File: config.mk
export PLATFORM = sky130hd
export DESIGN_NAME = mem_port_arbiter_flat
export DESIGN_NICKNAME = d
export VERILOG_FILES = /design/src/rtl/mem_arb_pkg.sv /design/src/rtl/mem_port_arbiter_if.sv /design/src/rtl/mem_arb_prio.sv /design/src/rtl/mem_port_arbiter.sv /design/src/flat_wrapper.sv
export SDC_FILE = /design/constraint.sdc
export NUM_CORES = 1
export LEC_CHECK = 0
export ABC_AREA = 1
export CAP_MARGIN = 25
export CORE_MARGIN = 5
export CORE_UTILIZATION = 35
export DETAILED_ROUTE_END_ITERATION = 16
export HOLD_SLACK_MARGIN = 0.15
export MAX_ROUTING_LAYER = met4
export PLACE_DENSITY = 0.74
export SLEW_MARGIN = 20
export SYNTH_ARGS = -nofsm -noshare
export SYNTH_HDL_FRONTEND = slang
export SYNTH_SLANG_ARGS = --single-unit
File: constraint.sdc
create_clock -name clk -period 10.6 [get_ports clk]
set_input_delay 2.65 -clock clk [delete_from_list [all_inputs] [get_ports clk]]
set_output_delay 2.65 -clock clk [all_outputs]
set_load 0.01 [all_outputs]
File: src/rtl/mem_arb_pkg.sv
`default_nettype none
// ============================================================================
//  Module      : mem_arb_pkg
//  Description : Shared types and defaults for the memory port arbiter.
//                Holds the arbiter state enum, the transaction owner enum,
//                default bus widths and the grant-vector bit positions used
//                by the priority logic.
//  Revision    : 1.0  initial release
// ============================================================================
package mem_arb_pkg;

  localparam int c_addr_w_def       = 32;
  localparam int c_data_w_def       = 32;
  localparam int c_mem_lat_def      = 1;
  localparam int c_starve_limit_def = 4;

  // Bit positions inside the two-bit grant vector
  localparam int c_gnt_if = 0;
  localparam int c_gnt_d  = 1;

  typedef enum logic [1:0] {
    IDLE = 2'd0,
    RD   = 2'd1,
    WR   = 2'd2,
    RESP = 2'd3
  } state_t;

  typedef enum logic {
    OWN_IF = 1'b0,
    OWN_D  = 1'b1
  } owner_t;

endpackage : mem_arb_pkg
`default_nettype wire

File: src/rtl/mem_port_arbiter_if.sv
`default_nettype none
// ============================================================================
//  Module      : mem_port_arbiter_if
//  Description : Bundle of the fetch port, data port and memory bus seen by
//                the memory port arbiter.
//                master : processor + memory side (drives requests, payloads
//                         and mem_rdata)
//                slave  : the arbiter (drives gnt/rvalid/rdata, memory
//                         strobes/address/wdata and busy)
//  Revision    : 1.0  initial release
// ============================================================================
interface mem_port_arbiter_if #(
  parameter int ADDR_W = 32,
  parameter int DATA_W = 32
);
  // Instruction-fetch port
  logic              if_req;
  logic [ADDR_W-1:0] if_addr;
  logic              if_gnt;
  logic              if_rvalid;
  logic [DATA_W-1:0] if_rdata;
  // Data port
  logic              d_req;
  logic              d_we;
  logic [ADDR_W-1:0] d_addr;
  logic [DATA_W-1:0] d_wdata;
  logic              d_gnt;
  logic              d_rvalid;
  logic [DATA_W-1:0] d_rdata;
  // Memory side
  logic [ADDR_W-1:0] mem_addr;
  logic [DATA_W-1:0] mem_wdata;
  logic              mem_read;
  logic              mem_write;
  logic [DATA_W-1:0] mem_rdata;
  // Status
  logic              busy;

  modport master (
    output if_req, if_addr, d_req, d_we, d_addr, d_wdata, mem_rdata,
    input  if_gnt, if_rvalid, if_rdata, d_gnt, d_rvalid, d_rdata,
           mem_addr, mem_wdata, mem_read, mem_write, busy
  );

  modport slave (
    input  if_req, if_addr, d_req, d_we, d_addr, d_wdata, mem_rdata,
    output if_gnt, if_rvalid, if_rdata, d_gnt, d_rvalid, d_rdata,
           mem_addr, mem_wdata, mem_read, mem_write, busy
  );

endinterface : mem_port_arbiter_if
`default_nettype wire

File: src/rtl/mem_arb_prio.sv
`default_nettype none
// ============================================================================
//  Module      : mem_arb_prio
//  Description : Combinational priority selection between fetch and data
//                requests. Data wins unless fetch is pending and has already
//                been passed over STARVE_LIMIT times in a row.
//  Ports       : i_if_req, i_d_req - raw requests
//                i_starve_cnt      - consecutive data grants while fetch waits
//                o_gnt             - one-hot (or zero) grant vector
//  Revision    : 1.0  initial release
// ============================================================================
module mem_arb_prio
  import mem_arb_pkg::*;
#(
  parameter int STARVE_LIMIT = c_starve_limit_def,
  parameter int CNT_W        = 3
) (
  input  logic             i_if_req,
  input  logic             i_d_req,
  input  logic [CNT_W-1:0] i_starve_cnt,
  output logic [1:0]       o_gnt
);

  logic w_if_forced;

  assign w_if_forced = i_if_req && (i_starve_cnt == CNT_W'(STARVE_LIMIT));

  always_comb begin
    o_gnt           = 2'b00;
    o_gnt[c_gnt_if] = i_if_req && (!i_d_req || w_if_forced);
    o_gnt[c_gnt_d]  = i_d_req && !w_if_forced;
  end

endmodule : mem_arb_prio
`default_nettype wire

File: src/rtl/mem_port_arbiter.sv
`default_nettype none
// ============================================================================
//  Module      : mem_port_arbiter
//  Description : Serializes instruction-fetch and data accesses onto one
//                single-ported memory. Requests are accepted in IDLE or RESP
//                (back-to-back), reads hold mem_read for MEM_LAT cycles and
//                return data one cycle later, writes take a single cycle.
//  Ports       : clk      - system clock, rising edge
//                pc_reset - asynchronous active-high reset
//                bus      - fetch/data ports and memory bus (slave modport)
//  Revision    : 1.0  initial release
// ============================================================================
module mem_port_arbiter
  import mem_arb_pkg::*;
#(
  parameter int ADDR_W       = c_addr_w_def,
  parameter int DATA_W       = c_data_w_def,
  parameter int MEM_LAT      = c_mem_lat_def,
  parameter int STARVE_LIMIT = c_starve_limit_def
) (
  input  logic                clk,
  input  logic                pc_reset,
  mem_port_arbiter_if.slave   bus
);

  localparam int c_lat_w = (MEM_LAT < 1) ? 1 : $clog2(MEM_LAT + 1);
  localparam int c_cnt_w = $clog2(STARVE_LIMIT + 1);

  state_t              r_state, w_state_nxt;
  owner_t              r_owner, w_owner_nxt;
  logic [c_lat_w-1:0]  r_lat_cnt, w_lat_cnt_nxt;
  logic [c_cnt_w-1:0]  r_starve_cnt;
  logic [ADDR_W-1:0]   r_mem_addr, w_mem_addr_nxt;
  logic [DATA_W-1:0]   r_mem_wdata, w_mem_wdata_nxt;
  logic                r_mem_read, w_mem_read_nxt;
  logic                r_mem_write, w_mem_write_nxt;
  logic [DATA_W-1:0]   r_if_rdata, r_d_rdata;
  logic                w_cap_if, w_cap_d;
  logic                w_accept;
  logic [1:0]          w_prio;
  logic                w_if_gnt, w_d_gnt;

  // Gated by reset so grants also read 0 while reset is held
  assign w_accept = ((r_state == IDLE) || (r_state == RESP)) && !pc_reset;

  mem_arb_prio #(
    .STARVE_LIMIT (STARVE_LIMIT),
    .CNT_W        (c_cnt_w)
  ) u_prio (
    .i_if_req     (bus.if_req),
    .i_d_req      (bus.d_req),
    .i_starve_cnt (r_starve_cnt),
    .o_gnt        (w_prio)
  );

  assign w_if_gnt = w_accept && w_prio[c_gnt_if];
  assign w_d_gnt  = w_accept && w_prio[c_gnt_d];

  // Next-state and next-output logic
  always_comb begin
    w_state_nxt     = r_state;
    w_owner_nxt     = r_owner;
    w_lat_cnt_nxt   = r_lat_cnt;
    w_mem_addr_nxt  = r_mem_addr;
    w_mem_wdata_nxt = r_mem_wdata;
    w_mem_read_nxt  = 1'b0;
    w_mem_write_nxt = 1'b0;
    w_cap_if        = 1'b0;
    w_cap_d         = 1'b0;

    case (r_state)
      IDLE, RESP: begin
        w_state_nxt = IDLE;
        if (w_if_gnt) begin
          w_state_nxt    = RD;
          w_owner_nxt    = OWN_IF;
          w_lat_cnt_nxt  = c_lat_w'(1);
          w_mem_read_nxt = 1'b1;
          w_mem_addr_nxt = bus.if_addr;
        end else if (w_d_gnt) begin
          w_owner_nxt    = OWN_D;
          w_mem_addr_nxt = bus.d_addr;
          if (bus.d_we) begin
            w_state_nxt     = WR;
            w_mem_write_nxt = 1'b1;
            w_mem_wdata_nxt = bus.d_wdata;
          end else begin
            w_state_nxt    = RD;
            w_lat_cnt_nxt  = c_lat_w'(1);
            w_mem_read_nxt = 1'b1;
          end
        end
      end
      RD: begin
        // r_lat_cnt numbers the current mem_read cycle (1..MEM_LAT)
        if (r_lat_cnt == c_lat_w'(MEM_LAT)) begin
          w_state_nxt = RESP;
          w_cap_if    = (r_owner == OWN_IF);
          w_cap_d     = (r_owner == OWN_D);
        end else begin
          w_lat_cnt_nxt  = r_lat_cnt + 1'b1;
          w_mem_read_nxt = 1'b1;
        end
      end
      WR:      w_state_nxt = IDLE;
      default: w_state_nxt = IDLE;
    endcase
  end

  always_ff @(posedge clk or posedge pc_reset) begin
    if (pc_reset) begin
      r_state     <= IDLE;
      r_owner     <= OWN_IF;
      r_lat_cnt   <= '0;
      r_mem_addr  <= '0;
      r_mem_wdata <= '0;
      r_mem_read  <= 1'b0;
      r_mem_write <= 1'b0;
      r_if_rdata  <= '0;
      r_d_rdata   <= '0;
    end else begin
      r_state     <= w_state_nxt;
      r_owner     <= w_owner_nxt;
      r_lat_cnt   <= w_lat_cnt_nxt;
      r_mem_addr  <= w_mem_addr_nxt;
      r_mem_wdata <= w_mem_wdata_nxt;
      r_mem_read  <= w_mem_read_nxt;
      r_mem_write <= w_mem_write_nxt;
      if (w_cap_if) r_if_rdata <= bus.mem_rdata;
      if (w_cap_d)  r_d_rdata  <= bus.mem_rdata;
    end
  end

  // Counts data grants that overtook a waiting fetch; any fetch grant or a
  // cycle without a fetch request starts the count over.
  always_ff @(posedge clk or posedge pc_reset) begin
    if (pc_reset) begin
      r_starve_cnt <= '0;
    end else if (!bus.if_req || w_if_gnt) begin
      r_starve_cnt <= '0;
    end else if (w_d_gnt && (r_starve_cnt != c_cnt_w'(STARVE_LIMIT))) begin
      r_starve_cnt <= r_starve_cnt + 1'b1;
    end
  end

  assign bus.if_gnt    = w_if_gnt;
  assign bus.d_gnt     = w_d_gnt;
  assign bus.if_rvalid = (r_state == RESP) && (r_owner == OWN_IF);
  assign bus.d_rvalid  = (r_state == RESP) && (r_owner == OWN_D);
  assign bus.if_rdata  = r_if_rdata;
  assign bus.d_rdata   = r_d_rdata;
  assign bus.mem_addr  = r_mem_addr;
  assign bus.mem_wdata = r_mem_wdata;
  assign bus.mem_read  = r_mem_read;
  assign bus.mem_write = r_mem_write;
  assign bus.busy      = (r_state != IDLE);

endmodule : mem_port_arbiter
`default_nettype wire

File: src/flat_wrapper.sv
// flat-port wrapper written by rule: the top's interface ports become plain ports
module mem_port_arbiter_flat import mem_arb_pkg::*;
#(
  parameter int ADDR_W       = c_addr_w_def,
  parameter int DATA_W       = c_data_w_def,
  parameter int MEM_LAT      = c_mem_lat_def,
  parameter int STARVE_LIMIT = c_starve_limit_def
)
  (clk, pc_reset, bus_if_req, bus_if_addr, bus_d_req, bus_d_we, bus_d_addr, bus_d_wdata, bus_mem_rdata, bus_if_gnt, bus_if_rvalid, bus_if_rdata, bus_d_gnt, bus_d_rvalid, bus_d_rdata, bus_mem_addr, bus_mem_wdata, bus_mem_read, bus_mem_write, bus_busy);
  mem_port_arbiter_if #(.ADDR_W(ADDR_W), .DATA_W(DATA_W)) bus_i ();
  input  logic clk;
  input  logic pc_reset;
  input wire logic [$bits(bus_i.if_req)-1:0] bus_if_req;
  input wire logic [$bits(bus_i.if_addr)-1:0] bus_if_addr;
  input wire logic [$bits(bus_i.d_req)-1:0] bus_d_req;
  input wire logic [$bits(bus_i.d_we)-1:0] bus_d_we;
  input wire logic [$bits(bus_i.d_addr)-1:0] bus_d_addr;
  input wire logic [$bits(bus_i.d_wdata)-1:0] bus_d_wdata;
  input wire logic [$bits(bus_i.mem_rdata)-1:0] bus_mem_rdata;
  output wire logic [$bits(bus_i.if_gnt)-1:0] bus_if_gnt;
  output wire logic [$bits(bus_i.if_rvalid)-1:0] bus_if_rvalid;
  output wire logic [$bits(bus_i.if_rdata)-1:0] bus_if_rdata;
  output wire logic [$bits(bus_i.d_gnt)-1:0] bus_d_gnt;
  output wire logic [$bits(bus_i.d_rvalid)-1:0] bus_d_rvalid;
  output wire logic [$bits(bus_i.d_rdata)-1:0] bus_d_rdata;
  output wire logic [$bits(bus_i.mem_addr)-1:0] bus_mem_addr;
  output wire logic [$bits(bus_i.mem_wdata)-1:0] bus_mem_wdata;
  output wire logic [$bits(bus_i.mem_read)-1:0] bus_mem_read;
  output wire logic [$bits(bus_i.mem_write)-1:0] bus_mem_write;
  output wire logic [$bits(bus_i.busy)-1:0] bus_busy;
  assign bus_i.if_req = bus_if_req;
  assign bus_i.if_addr = bus_if_addr;
  assign bus_i.d_req = bus_d_req;
  assign bus_i.d_we = bus_d_we;
  assign bus_i.d_addr = bus_d_addr;
  assign bus_i.d_wdata = bus_d_wdata;
  assign bus_i.mem_rdata = bus_mem_rdata;
  assign bus_if_gnt = bus_i.if_gnt;
  assign bus_if_rvalid = bus_i.if_rvalid;
  assign bus_if_rdata = bus_i.if_rdata;
  assign bus_d_gnt = bus_i.d_gnt;
  assign bus_d_rvalid = bus_i.d_rvalid;
  assign bus_d_rdata = bus_i.d_rdata;
  assign bus_mem_addr = bus_i.mem_addr;
  assign bus_mem_wdata = bus_i.mem_wdata;
  assign bus_mem_read = bus_i.mem_read;
  assign bus_mem_write = bus_i.mem_write;
  assign bus_busy = bus_i.busy;
  mem_port_arbiter #(.ADDR_W(ADDR_W), .DATA_W(DATA_W), .MEM_LAT(MEM_LAT), .STARVE_LIMIT(STARVE_LIMIT)) u_core (.clk(clk), .pc_reset(pc_reset), .bus(bus_i));
endmodule
==> impl_metrics.yaml <==
status:
  status: "finished clean"
synthesis:
  synth_seq_cells: 137
  syn_nets: 848
  synthTopCellsByArea: "dfrtp_1 58%, nand2_1 19%, inv_1 6.8%"
  ys_types: 23
  yosys_warnings: 0
  yosysSeqAreaShare_pct: 57.85
  synth_top_area_share_pct: 57.85
  avgSynthCellArea_sq_um: 8.358
  async_reset_ff_share_pct: 100.0
  synth_edf_count: 0
  synth-main-ff-cell: "dfrtp_1"
  synth.cell_area_sq_um: 5926
  synth_area_leader_cell: "dfrtp_1"
  netlist_instances: 709
global_route:
  grt_pass1_wl_mm: 27.73
  first_global_vias: 5278
  antenna_found_initial: 0
  grt_util_all_layers_pct: 18.00
  grt_max_degree: 72
  gr-total-overflow: 0
pwr:
  power_mw: 2.616
  power_density_nw_per_um2: 279.9
  p_leak_nw: 4.806
  max-vdd-ir-drop_mv: 0.1571
clocking:
  cts_buffer_depth: 2
  cts_sinks: 137
  clk_latency_ns: 0.41
  cts_buffers: 17
  root_buffer: "clkbuf_16"
  path_clk_slew_ns: 0.05
  cts_hold_buf: 0
  cts_tree: "done"
  cts_resized: 0
  postCtsSetupBuffers: 0
  cts-htree-levels: 4
finish:
  stdcell_area_sq_um: 9345
  antenna_cells: 0
  nNetsFinal: 1106
  drive_above_1_share_pct: 4.796
  areaGrowthSynthToFinish_pct: 57.71
sta:
  finalSetupViolations: 0
  rsz0062_at_grt: "no"
  period_share_pct: 74.83
  slew_headroom_pct: 41.88
  fmax_mhz: 126.1
  fin_setup_tns_ns: 0
  clock_skew_ns: 0.008514
  hold_viol_final: 0
  worst_pin_slew_ns: 0.8718
  drv_slew: 0
  period_needed_ns: 7.931
drt:
  first_pass_iters: 4
  vias: 5283
  drtIter0Drc: 321
  antenna_left: 0
  routed_via_density: 4.403
  routedWlPerCell_um: 14.23
  drc: 0
  wl_mm: 17.07
job:
  maxCapViolations: 0
floorplanning:
  core_area_sq_um: 16580
  io_pins: 268
  placement_rows: 47
  die_h_um: 140.1
  dieArea_sq_um: 19630
  start_util_pct: 35.73
  dieWidth_um: 140.1
worst_setup_path:
  cp.required_ns: 7.95
  crit_fanout: 71
  critPathLaunchType: "primary input"
  crit_type: "primary input to output port"
  endpoint_kind: "output port"
  cp.arrival_ns: 5.28
placed_design:
  io_buffer_count: 267
  placed_cell_area_sq_um: 8740
  dp_hpwl_mm: 12.27
  gp_congestion: 0.8042
min_path:
  hp-class: "flop to flop"
critical path, stage by stage:
cell,delay (ns)
clkdlybuf4s50_1,0.50
inv_6,0.49
nand2_1,0.18
nor2_4,0.23
nand2_2,0.50
inv_1,0.16
clkdlybuf4s50_1,0.55
sequential cells by signal, summed over array words and instances (netlist names):
name / flops
u_core.bus.mem_addr: 32
u_core.r_starve_cnt: 3
u_core.bus.mem_wdata: 32
u_core.bus.mem_write: 1
u_core.r_lat_cnt: 1
u_core.r_state: 2
u_core.bus.d_rdata: 32
u_core.bus.mem_read: 1
u_core.r_owner: 1
u_core.bus.if_rdata: 32
cells in the mapped netlist (4+ instances only):
library cell	n
nor2_1	4
buf_2	9
o21ai_0	66
nand3_1	40
dfrtp_1	137
inv_1	107
nand3b_1	7
ha_1	6
clkbuf_1	12
buf_4	5
nand2_1	293
buf_6	5
nand4_1	4
cell families (layout without fill, tap and decap cells):
group	Yosys count	after routing	synth area share [%]
buffers and inverters	141	412	10.11
adder cells (fa/ha/maj)	6	6	1.267
AO/OA/AOI/OAI	68	68	5.743
XOR/XNOR	1	1	0.1478
AND/OR/NAND/NOR	356	356	24.87
flip-flops	137	137	57.85
power breakdown:
group | switching, mW | leakage (nW) | total, mW | internal, mW
clock | 0.224 | 0.289 | 0.606 | 0.382
sequential | 0.138 | 1.71 | 0.908 | 0.770
combinational | 0.521 | 2.81 | 1.10 | 0.581
total | 0.882 | 4.81 | 2.62 | 1.73
final timing paths:
check	startpoint	end	slack [ns]	cells after the start
min in group asynchronous	pc_reset	u_core.bus.mem_addr[19]	2.77	2
hold / removal	u_core.bus.mem_wdata[6]	u_core.bus.mem_wdata[6]	0.46	2
max in group asynchronous	pc_reset	u_core.bus.mem_wdata[0]	6.54	3
setup / recovery	pc_reset	bus_if_gnt	2.67	7
setup reg to reg	u_core.r_state[0]	u_core.bus.mem_addr[0]	7.35	8
hold reg to reg	u_core.bus.mem_wdata[6]	u_core.bus.mem_wdata[6]	0.46	2
cell usage in the layout, fill, tap and decap left out, drive strengths merged, types with 2 or more instances in the layout:
| cell | count |
|---|---|
| a21oi | 2 |
| nand4 | 4 |
| nand3b | 7 |
| dfrtp | 137 |
| buf | 3 |
| bufinv | 3 |
| clkinv | 4 |
| nand2 | 296 |
| nor2 | 7 |
| inv | 111 |
| clkinvlp | 3 |
| clkbuf | 21 |
| ha | 6 |
| clkdlybuf4s50 | 267 |
| nand3 | 42 |
| o21ai | 66 |
metrics by stage:
| stage | cells | setup WS (ns) | utilization (%) | hold WS (ns) |
|---|---|---|---|---|
| floorplan | 709 | 1.388 | - | 0.4930 |
| detailed placement | 1168 | 2.583 | 52.70 | 0.4576 |
| CTS | 1200 | 2.580 | 56.35 | 0.4717 |
| global placement | 1167 | 2.636 | 52.58 | 0.4534 |
| global route | 1200 | 2.394 | 56.35 | 0.4925 |
| finish | 1200 | 2.669 | 56.35 | 0.4645 |
final cells by class:
cell class,instances,area (sq um)
fillers,1522,7238
flip-flops and latches,137,3428
repair buffers,270,2708
multi-input cells,431,1908
clock buffers,21,460.4
inverters,110,420.4
well taps,220,275.3
clock inverters,11,145.1
layer usage:
layer	vias up	share of wire, %	global-route usage, %
li1	2660	-	-
met1	2401	42	22.17
met2	196	49	28.89
met3	26	6.7	5.010
met4	0	2.1	5.762
met5	-	0	-
No activity file was read; power rests on OpenSTA's default activity.
